### src/rtl/qpu_exu_alu_dpath_arb.sv
// Round-robin arbiter for the shared EXU ALU datapath (ALU / BJP / QIU requesters),
// with one registered valid/ready response slot per requester.
module qpu_exu_alu_dpath_arb #(
    parameter int XLEN = 32
) (
    input  logic            clk,
    input  logic            rst_n,
    input  logic            flush,
    input  logic            alu_i_valid,
    output logic            alu_i_ready,
    input  logic            bjp_i_valid,
    output logic            bjp_i_ready,
    input  logic            qiu_i_valid,
    output logic            qiu_i_ready,
    output logic            dp_alu_req,
    output logic            dp_bjp_req,
    output logic            dp_qiu_req,
    input  logic [XLEN-1:0] dp_alu_res,
    input  logic            dp_cmp_res,
    output logic            alu_o_valid,
    input  logic            alu_o_ready,
    output logic [XLEN-1:0] alu_o_res,
    output logic            bjp_o_valid,
    input  logic            bjp_o_ready,
    output logic            bjp_o_cmp_res,
    output logic            qiu_o_valid,
    input  logic            qiu_o_ready,
    output logic [XLEN-1:0] qiu_o_res
);

    logic [1:0]      r_rr_ptr;
    logic [1:0]      w_ptr;
    logic [1:0]      w_ptr_nxt;
    logic [2:0]      w_vld_in;
    logic [2:0]      w_rdy_out;
    logic [2:0]      w_elig;
    logic [2:0]      w_grant;
    logic [2:0]      r_o_vld;
    logic [XLEN-1:0] r_alu_res;
    logic [XLEN-1:0] r_qiu_res;
    logic            r_bjp_cmp;

    // Bit order everywhere: [0]=ALU, [1]=BJP, [2]=QIU
    assign w_vld_in  = {qiu_i_valid, bjp_i_valid, alu_i_valid};
    assign w_rdy_out = {qiu_o_ready, bjp_o_ready, alu_o_ready};

    // A slot may be refilled in the same cycle its consumer drains it
    assign w_elig = w_vld_in & (~r_o_vld | w_rdy_out) & {3{~flush}};

    assign w_ptr = (r_rr_ptr == 2'd3) ? 2'd0 : r_rr_ptr;

    always_comb begin
        w_grant = 3'b000;
        case (w_ptr)
            2'd1: begin
                if (w_elig[1])      w_grant = 3'b010;
                else if (w_elig[2]) w_grant = 3'b100;
                else if (w_elig[0]) w_grant = 3'b001;
            end
            2'd2: begin
                if (w_elig[2])      w_grant = 3'b100;
                else if (w_elig[0]) w_grant = 3'b001;
                else if (w_elig[1]) w_grant = 3'b010;
            end
            default: begin
                if (w_elig[0])      w_grant = 3'b001;
                else if (w_elig[1]) w_grant = 3'b010;
                else if (w_elig[2]) w_grant = 3'b100;
            end
        endcase
    end

    always_comb begin
        w_ptr_nxt = w_ptr;
        unique case (1'b1)
            w_grant[0]: w_ptr_nxt = 2'd1;
            w_grant[1]: w_ptr_nxt = 2'd2;
            w_grant[2]: w_ptr_nxt = 2'd0;
            default:    w_ptr_nxt = w_ptr;
        endcase
    end

    always_ff @(posedge clk or negedge rst_n) begin
        if (!rst_n) begin
            r_rr_ptr <= 2'd0;
        end else begin
            r_rr_ptr <= w_ptr_nxt;
        end
    end

    // Valid: flush beats everything, then a new grant beats a drain
    always_ff @(posedge clk or negedge rst_n) begin
        if (!rst_n) begin
            r_o_vld <= 3'b000;
        end else if (flush) begin
            r_o_vld <= 3'b000;
        end else begin
            r_o_vld <= w_grant | (r_o_vld & ~w_rdy_out);
        end
    end

    always_ff @(posedge clk or negedge rst_n) begin
        if (!rst_n) begin
            r_alu_res <= '0;
            r_bjp_cmp <= 1'b0;
            r_qiu_res <= '0;
        end else begin
            if (w_grant[0]) r_alu_res <= dp_alu_res;
            if (w_grant[1]) r_bjp_cmp <= dp_cmp_res;
            if (w_grant[2]) r_qiu_res <= dp_alu_res;
        end
    end

    assign alu_i_ready   = w_grant[0];
    assign bjp_i_ready   = w_grant[1];
    assign qiu_i_ready   = w_grant[2];
    assign dp_alu_req    = w_grant[0];
    assign dp_bjp_req    = w_grant[1];
    assign dp_qiu_req    = w_grant[2];
    assign alu_o_valid   = r_o_vld[0];
    assign bjp_o_valid   = r_o_vld[1];
    assign qiu_o_valid   = r_o_vld[2];
    assign alu_o_res     = r_alu_res;
    assign bjp_o_cmp_res = r_bjp_cmp;
    assign qiu_o_res     = r_qiu_res;

    a_dp_onehot0: assert property (@(posedge clk) disable iff (!rst_n)
        $onehot0({dp_alu_req, dp_bjp_req, dp_qiu_req}));
    a_rdy_has_vld: assert property (@(posedge clk) disable iff (!rst_n)
        (w_grant & ~w_vld_in) == 3'b000);
    a_ptr_range: assert property (@(posedge clk) disable iff (!rst_n)
        r_rr_ptr != 2'd3);

endmodule
### config.mk
export PLATFORM = sky130hd
export DESIGN_NAME = qpu_exu_alu_dpath_arb
export DESIGN_NICKNAME = d
export VERILOG_FILES = /design/src/rtl/qpu_exu_alu_dpath_arb.sv
export SDC_FILE = /design/constraint.sdc
export NUM_CORES = 1
export LEC_CHECK = 0
export ABC_CLOCK_PERIOD_IN_PS = 4800
export CAP_MARGIN = 40
export CORE_UTILIZATION = 29
export DETAILED_ROUTE_END_ITERATION = 6
export PLACE_DENSITY = 0.59
export SETUP_SLACK_MARGIN = 0.1
export SYNTH_ARGS = -nofsm -noshare
export SYNTH_HDL_FRONTEND = slang
export SYNTH_SLANG_ARGS = --single-unit
### constraint.sdc
create_clock -name clk -period 4.8 [get_ports clk]
set_clock_uncertainty 0.05 [all_clocks]
set_input_delay 0.72 -clock clk [delete_from_list [all_inputs] [get_ports clk]]
set_output_delay 0.72 -clock clk [all_outputs]
set_load 0.005 [all_outputs]
Yosys cells after proc, flatten, opt, wreduce, memory -nomap -nowiden
Index checks and enable logic that the tools add are counted.

word-level totals
  register bits = 70
  bits of input ports = 42
  logic and storage cells = 29

cells by class
  multiplexer cells = 13
  eq/ne operators = 3
  bitwise operators = 8

operators by type and width
  operator                                             count
  two-way mux 3 bit                                    7
  bitwise AND 3 bit                                    3
  two-way mux 2 bit                                    3
  inverter 3 bit                                       2
  bitwise OR 3 bit                                     2
  case mux 2 bit (3 select lines)                      1
  case mux 3 bit (2 select lines)                      1
  equality test 2 bit, second input constant           2
  equality test 2 x 1 -> 1 bit, second input constant  1
  two-way mux 1 bit                                    1
  inverter 1 bit                                       1

Logic depth before layout (Yosys ltp)
Gate-level depths: netlist (run 1).

  word-level depth = 10
  depth in mapped cells = 7
  gate-level depth less buffers = 5

Worst setup path after synthesis (run 1)
No wires, ideal clock.

  path kind = input port to output port
  from = input bjp_o_ready
  to = output qiu_i_ready
  arrival time = 1811 ps
  slack = 2219 ps
  cell stages on the path = 5
  required time = 4030 ps
  buffers on the path = 2
  path through = nor2b_1 -> o21ai_2 -> a221oi_4 -> buf_6 -> buf_4

on the way
  cells in the longest elaborated chain, start to end = 6
  elaborated cells between the ends (all ways) = 7

RTL lines
  element                              RTL line  RTL
  start, declared                      24        input logic bjp_o_ready,
  bitwise OR 3 bit (*)                 48        assign w_elig = w_vld_in & (~r_o_vld | w_rdy_out) & {3{~flush}};
  bitwise AND 3 bit (*) (2 in a row)   48
  two-way mux 3 bit                    67        else if (w_elig[1]) w_grant = 3'b010;
  two-way mux 3 bit                    66        if (w_elig[0]) w_grant = 3'b001;
  case mux 3 bit (2 select lines) (*)  54        case (w_ptr)
  end, declared                        14        output logic qiu_i_ready,

Every way passes the cells marked *; elsewhere a longest branch is shown, timed or not.

Worst setup path in the final report (run 1)
  from = input flush
  to = output dp_alu_req

on the way
  cells in the longest elaborated chain, start to end = 6
  elaborated cells between the ends (all ways) = 10

RTL lines
  element                              RTL line  RTL
  start, declared                      8         input logic flush,
  inverter 1 bit (*)                   48
  bitwise AND 3 bit (*)                48
  two-way mux 1 bit                    58        else if (w_elig[0]) w_grant = 3'b001;
  two-way mux 3 bit                    57        else if (w_elig[2]) w_grant = 3'b100;
  two-way mux 3 bit                    56        if (w_elig[1]) w_grant = 3'b010;
  case mux 3 bit (2 select lines) (*)  54
  end, declared                        15        output logic dp_alu_req,

Marks and branches as above.

==> results_dict.tcl, run 1 <==
set metrics [dict create \
    stdcell_count 432 \
    synth_seq_area_share_pct 61.4 \
    tns_ns 0 \
    grt_max_degree 38 \
    rsz0062_at_grt "false" \
    cp-start-kind "input port" \
    synth_cell_types 28 \
    leakagePower_uw 0.00174 \
    synthCells 180 \
    fin_crit_ns 3.59 \
    placed_cells 419 \
    die_w_um 101 \
    drv_slew 0 \
    place_hpwl_mm 4.61 \
    setup-violations-final 0 \
    clk_latency_ns 0.34 \
    clock_path_buffers 2 \
    area_growth_syn_to_layout_pct 49.5 \
    cts_sinks 70 \
    start_util_pct 30.4 \
    io_pins 116 \
    post_cts_buffers 0 \
    wl_per_cell_um 15.0 \
    port_buffers 115 \
    grt_use_met3_pct 5.04 \
    path_class "input port to primary output" \
    coreArea_um2 9370 \
    die_area_um2 10200 \
    synth_nets 224 \
    die_h_um 101 \
    post-route-period-util_pct 74.8 \
    numCtsBuffers 9 \
    n_antenna_cell 0 \
    ant_nets 0 \
    cp.arrival_ns 2.82 \
    synth_top_area_cell "dfrtp_1" \
    cts.repair.resized 0 \
    drt_iter0_drc 32 \
    use_met2_pct 22.6 \
    cp.required_ns 4.03 \
    status "finished clean" \
    wirelength_mm 6.49 \
    via_count 1905 \
    ys_ff_latch 70 \
    layout_common_cells "114 x clkdlybuf4s50_1, 70 x dfrtp_1, 58 x mux2_2, 11 x clkbuf_8, 7 x mux2_1" \
    synth.area.top_cells "dfrtp_1 61%, mux2_2 23%, mux2_1 2.8%" \
    grt_pass1_wl_mm 10.4 \
    yosysWarnings 0 \
    place_ws_ns 1.21 \
    worstSetupEndpointType "primary output" \
    slew-limit-headroom_pct 48.2 \
    antenna_found_initial 0 \
    gr-total-overflow 0 \
    holdBufCountCts 0 \
    fmax_mhz 278 \
    n_fill_cell 912 \
    drt-pass1-iter-count 4 \
    place_congestion 0.787 \
    drc 0 \
    htreeDepth 3 \
    use_met1_pct 16.3 \
    cts_tree "built" \
    busiest_layer "met2" \
    finalNetCount 345 \
    maxCapViolations 0 \
    max_slew.worst_pin.slew_ns 0.776 \
    mostFrequentLayoutCell "clkdlybuf4s50_1" \
    fin_ws_ns 1.21 \
    crit_fanout 9 \
    power.density_nw_per_um2 636 \
    seq_area_um2 1750 \
    yosysTopAreaCellShare_pct 61.4 \
    grt_usage_pct 13.8 \
    drive_above_1_share_pct 27.7 \
    synth_area_per_cell_um2 15.8 \
    clk_pin_slew_worst_paths_ns 0.07 \
    irDropWorstVdd_mv 0.234 \
    drt-vias-per-instance 4.41 \
    multiInputGateArea_um2 991 \
    synthesis.area_um2 2850 \
    grt_pass1_vias 2019 \
    timing.final.hold_violations 0 \
    root_buffer "clkbuf_8" \
    num_rows 35 \
    min-delay-path-class "input port to asynchronous set/reset pin" \
]
## worst max-delay path, stage by stage
cell             delay [ns]
clkdlybuf4s50_1        0.57
nand2b_1               0.19
o21ai_2                0.13
a211oi_4               0.43
buf_4                  0.26
clkdlybuf4s50_1        0.52
## routing by layer
layer  vias up  wire (um)
met5         -          0
met4         0        119
met3        11        399
met2        65       3150
met1       946       2820
li1        883          -
## power breakdown
group	internal [uW]	switching, uW	leakage [uW]	total (uW)
Clock	206	207	0.0000869	413
Combinational	854	412	0.000821	1270
Sequential	889	145	0.000832	1030
## registers in the layout, summed over array words and instances, names as in the netlist
register	cells
alu_o_res	32
bjp_o_cmp_res	1
qiu_o_res	32
r_o_vld	3
r_rr_ptr	2
## Yosys cell counts
| library cell | instances |
|---|---|
| nor2_1 | 3 |
| a211oi_4 | 1 |
| mux2_1 | 7 |
| nor3_1 | 2 |
| mux2_2 | 58 |
| ha_1 | 2 |
| nor2b_1 | 2 |
| a21o_1 | 1 |
| a21boi_0 | 1 |
| a221oi_4 | 1 |
| a221o_1 | 1 |
| or2_2 | 1 |
| buf_2 | 1 |
| nand3_1 | 1 |
| a221oi_2 | 1 |
| buf_4 | 3 |
| dfrtp_1 | 70 |
| nand2b_1 | 4 |
| inv_1 | 4 |
| buf_6 | 6 |
| o22ai_1 | 2 |
| o21ai_2 | 1 |
| o21a_1 | 1 |
| o32ai_1 | 1 |
| a21oi_1 | 1 |
| o21ai_0 | 2 |
| or3_4 | 1 |
| nor2b_4 | 1 |
## per-stage QoR
step	area (um^2)	hold slack [ns]	power, uW	utilization, %
2_1_floorplan	2850	0.374	1590	-
3_3_place_gp	4100	0.419	2320	43.8
3_5_place_dp	4100	0.425	2340	43.8
4_1_cts	4260	0.421	2760	45.5
5_1_grt	4260	0.456	2910	45.5
6_report	4260	0.399	2710	45.5
## worst paths after layout
check	from	end	slack, ns	depth (start not counted)
worst max-delay path	flush	dp_alu_req	1.21	6
worst min-delay path	rst_n	bjp_o_cmp_res	0.40	1
worst max register to register	r_rr_ptr[0]	qiu_o_res[8]	2.33	6
worst min register to register	qiu_o_res[11]	qiu_o_res[11]	0.44	1
max in group asynchronous	rst_n	alu_o_res[0]	3.33	2
min in group clk	qiu_o_res[11]	qiu_o_res[11]	0.44	1
## cell type report
cell class,count,area share (%)
multi-input combinational,96,23.2
sequential,70,41.1
tap,129,3.79
inverter,4,0.352
timing repair buffer,120,27.8
clock buffer,11,3.55
clock inverter,2,0.235
## logic make-up (layout without fill, tap and decap cells)
family / after synthesis / count (layout) / synth area share (%)
flops: 70 / 70 / 61.4
mux: 65 / 65 / 25.7
simple gates: 15 / 15 / 3.33
compound gates: 14 / 14 / 4.87
buf+inv: 14 / 137 / 3.86
fa+ha+maj: 2 / 2 / 0.877
No activity file was read; power rests on OpenSTA's default activity.
==> inputs of run 2 (changes only) <==
ABC_CLOCK_PERIOD_IN_PS = 3200   (was 4800)
PLACE_DENSITY = 0.61   (was 0.59)
clock period = 3.2 ns   (was 4.8 ns; I/O delays follow)
==> run 2 against run 1 <==
Compared with the run above:
- first-iteration DRC count is 22% lower
- total power is 54% higher
- global-route usage is 0.78 points lower
- clock power is 76% higher
- clock-buffer cell count stayed put
- sequential power is 51% higher
- combinational power is 50% higher
==> results_dict.tcl, run 2 (same netlist as run 1, synthesis figures left out) <==
set metrics [dict create \
    grt_use_met3_pct 5.52 \
    max_slew.worst_pin.slew_ns 0.557 \
    drt-pass1-iter-count 4 \
    n_fill_cell 881 \
    tns_ns 0 \
    root_buffer "clkbuf_8" \
    drc 0 \
    slowest_delay_ns 0.58 \
    path_cells "clkdlybuf4s50_1, nand2b_1, or2_2, a221oi_2, clkdlybuf4s50_1" \
    drv_slew 0 \
    post-route-period-util_pct 92.2 \
    total_power_uw 4190 \
    wirelength_mm 6.36 \
    maxCapViolations 0 \
    cp-start-kind "input port" \
    grt_usage_pct 13.0 \
    stdcell_count 436 \
    rsz0062_at_grt "false" \
    fin_crit_ns 2.95 \
    worstSetupEndpointType "primary output" \
    cp.required_ns 2.67 \
    timing.final.hold_violations 0 \
    place_congestion 0.818 \
    ff2ff_setup_slack_ns 0.79 \
    path_class "input port to primary output" \
    busiest_layer "met2" \
    fmax_mhz 339 \
    use_met1_pct 15.9 \
    ant_nets 0 \
    grt_max_degree 37 \
    crit_fanout 7 \
    irDropWorstVdd_mv 0.451 \
    port_buffers 115 \
    ff2ff_path_depth 5 \
    die_w_um 101 \
    via_count 1911 \
    finalNetCount 346 \
    slew-limit-headroom_pct 62.8 \
    clock_path_buffers 2 \
    status "finished clean" \
    clk_pin_slew_worst_paths_ns 0.07 \
    reg2reg_from "r_rr_ptr[1]" \
    clk_latency_ns 0.34 \
    use_met2_pct 21.2 \
    cts_tree "built" \
    n_antenna_cell 0 \
    placed_cells 419 \
    post_cts_buffers 0 \
    fin_hold_ws_ns 0.421 \
    mostFrequentLayoutCell "clkdlybuf4s50_1" \
    drt_iter0_drc 25 \
    numCtsBuffers 9 \
    grt_pass1_wl_mm 10.1 \
    slowest_stage "clkdlybuf4s50_1" \
    num_rows 35 \
    coreArea_um2 9370 \
    power.density_nw_per_um2 964 \
    cp.arrival_ns 2.42 \
    cts_sinks 70 \
    min-delay-path-class "input port to asynchronous set/reset pin" \
    htreeDepth 3 \
    place_hpwl_mm 4.44 \
    io_pins 116 \
    drive_above_1_share_pct 28.7 \
    start_util_pct 30.4 \
    antenna_found_initial 0 \
    die_h_um 101 \
    drt-vias-per-instance 4.38 \
    reg2reg_to "alu_o_res[17]" \
    layout_common_cells "114 x clkdlybuf4s50_1, 70 x dfrtp_1, 58 x mux2_2, 11 x clkbuf_8, 7 x mux2_1" \
    grt_pass1_vias 2031 \
    wl_per_cell_um 14.6 \
    cpMostUsedCell "clkdlybuf4s50_1" \
    leakagePower_uw 0.00176 \
    setup-violations-final 0 \
    area_growth_syn_to_layout_pct 52.5 \
    gr-total-overflow 0 \
    die_area_um2 10200 \
]
==> run 2: critical path: cells and delay by family <==
kind                   cells  cell delay [ns]
AND/OR/NAND/NOR            2             0.54
AO/OA/AOI/OAI              1             0.33
buffers and inverters      2             1.07
==> run 2: repair_timing <==
action,in CTS,in global routing
setup endpoints to repair,0,2
resized for setup,0,1
hold endpoints to repair,1,0
hold buffers,1,0
==> run 2: metal layers <==
metal,vias to the layer above,wire (um)
li1,873,-
met1,962,2780
met2,71,3080
met3,5,454
met4,0,40
met5,-,0
==> run 2: final cells by class <==
type | instances | area [um^2] | area share [%]
flip-flops and latches | 70 | 1750 | 40.3
repair buffers | 121 | 1220 | 28.0
multi-input cells | 96 | 993 | 22.8
well taps | 129 | 161 | 3.71
clock buffers | 11 | 151 | 3.48
clock inverters | 5 | 57.6 | 1.32
inverters | 4 | 15.0 | 0.345
==> run 2: worst max-delay path by stage <==
stage | startpoint | to | slack, ns | depth (start not counted)
after global placement | flush | dp_qiu_req | 0.28 | 6
final | flush | dp_bjp_req | 0.25 | 5
after floorplan | r_rr_ptr[0] | qiu_i_ready | 1.03 | 7
after global routing | flush | qiu_i_ready | 0.15 | 6
after detailed placement | flush | dp_bjp_req | 0.25 | 5
after CTS | r_rr_ptr[1] | qiu_i_ready | 0.21 | 5
==> run 2: power by group <==
part / internal, uW / switching, uW
registers: 1330 / 222
logic: 1290 / 621
clock network: 401 / 327
total: 3020 / 1170
==> run 2: metrics by stage <==
step	utilization, %	cell area (um^2)	setup WS, ns
after floorplan	-	2850	1.03
after global placement	43.8	4110	0.276
after detailed placement	44.0	4130	0.252
after CTS	46.4	4350	0.215
after global routing	46.4	4350	0.151
final	46.4	4350	0.248
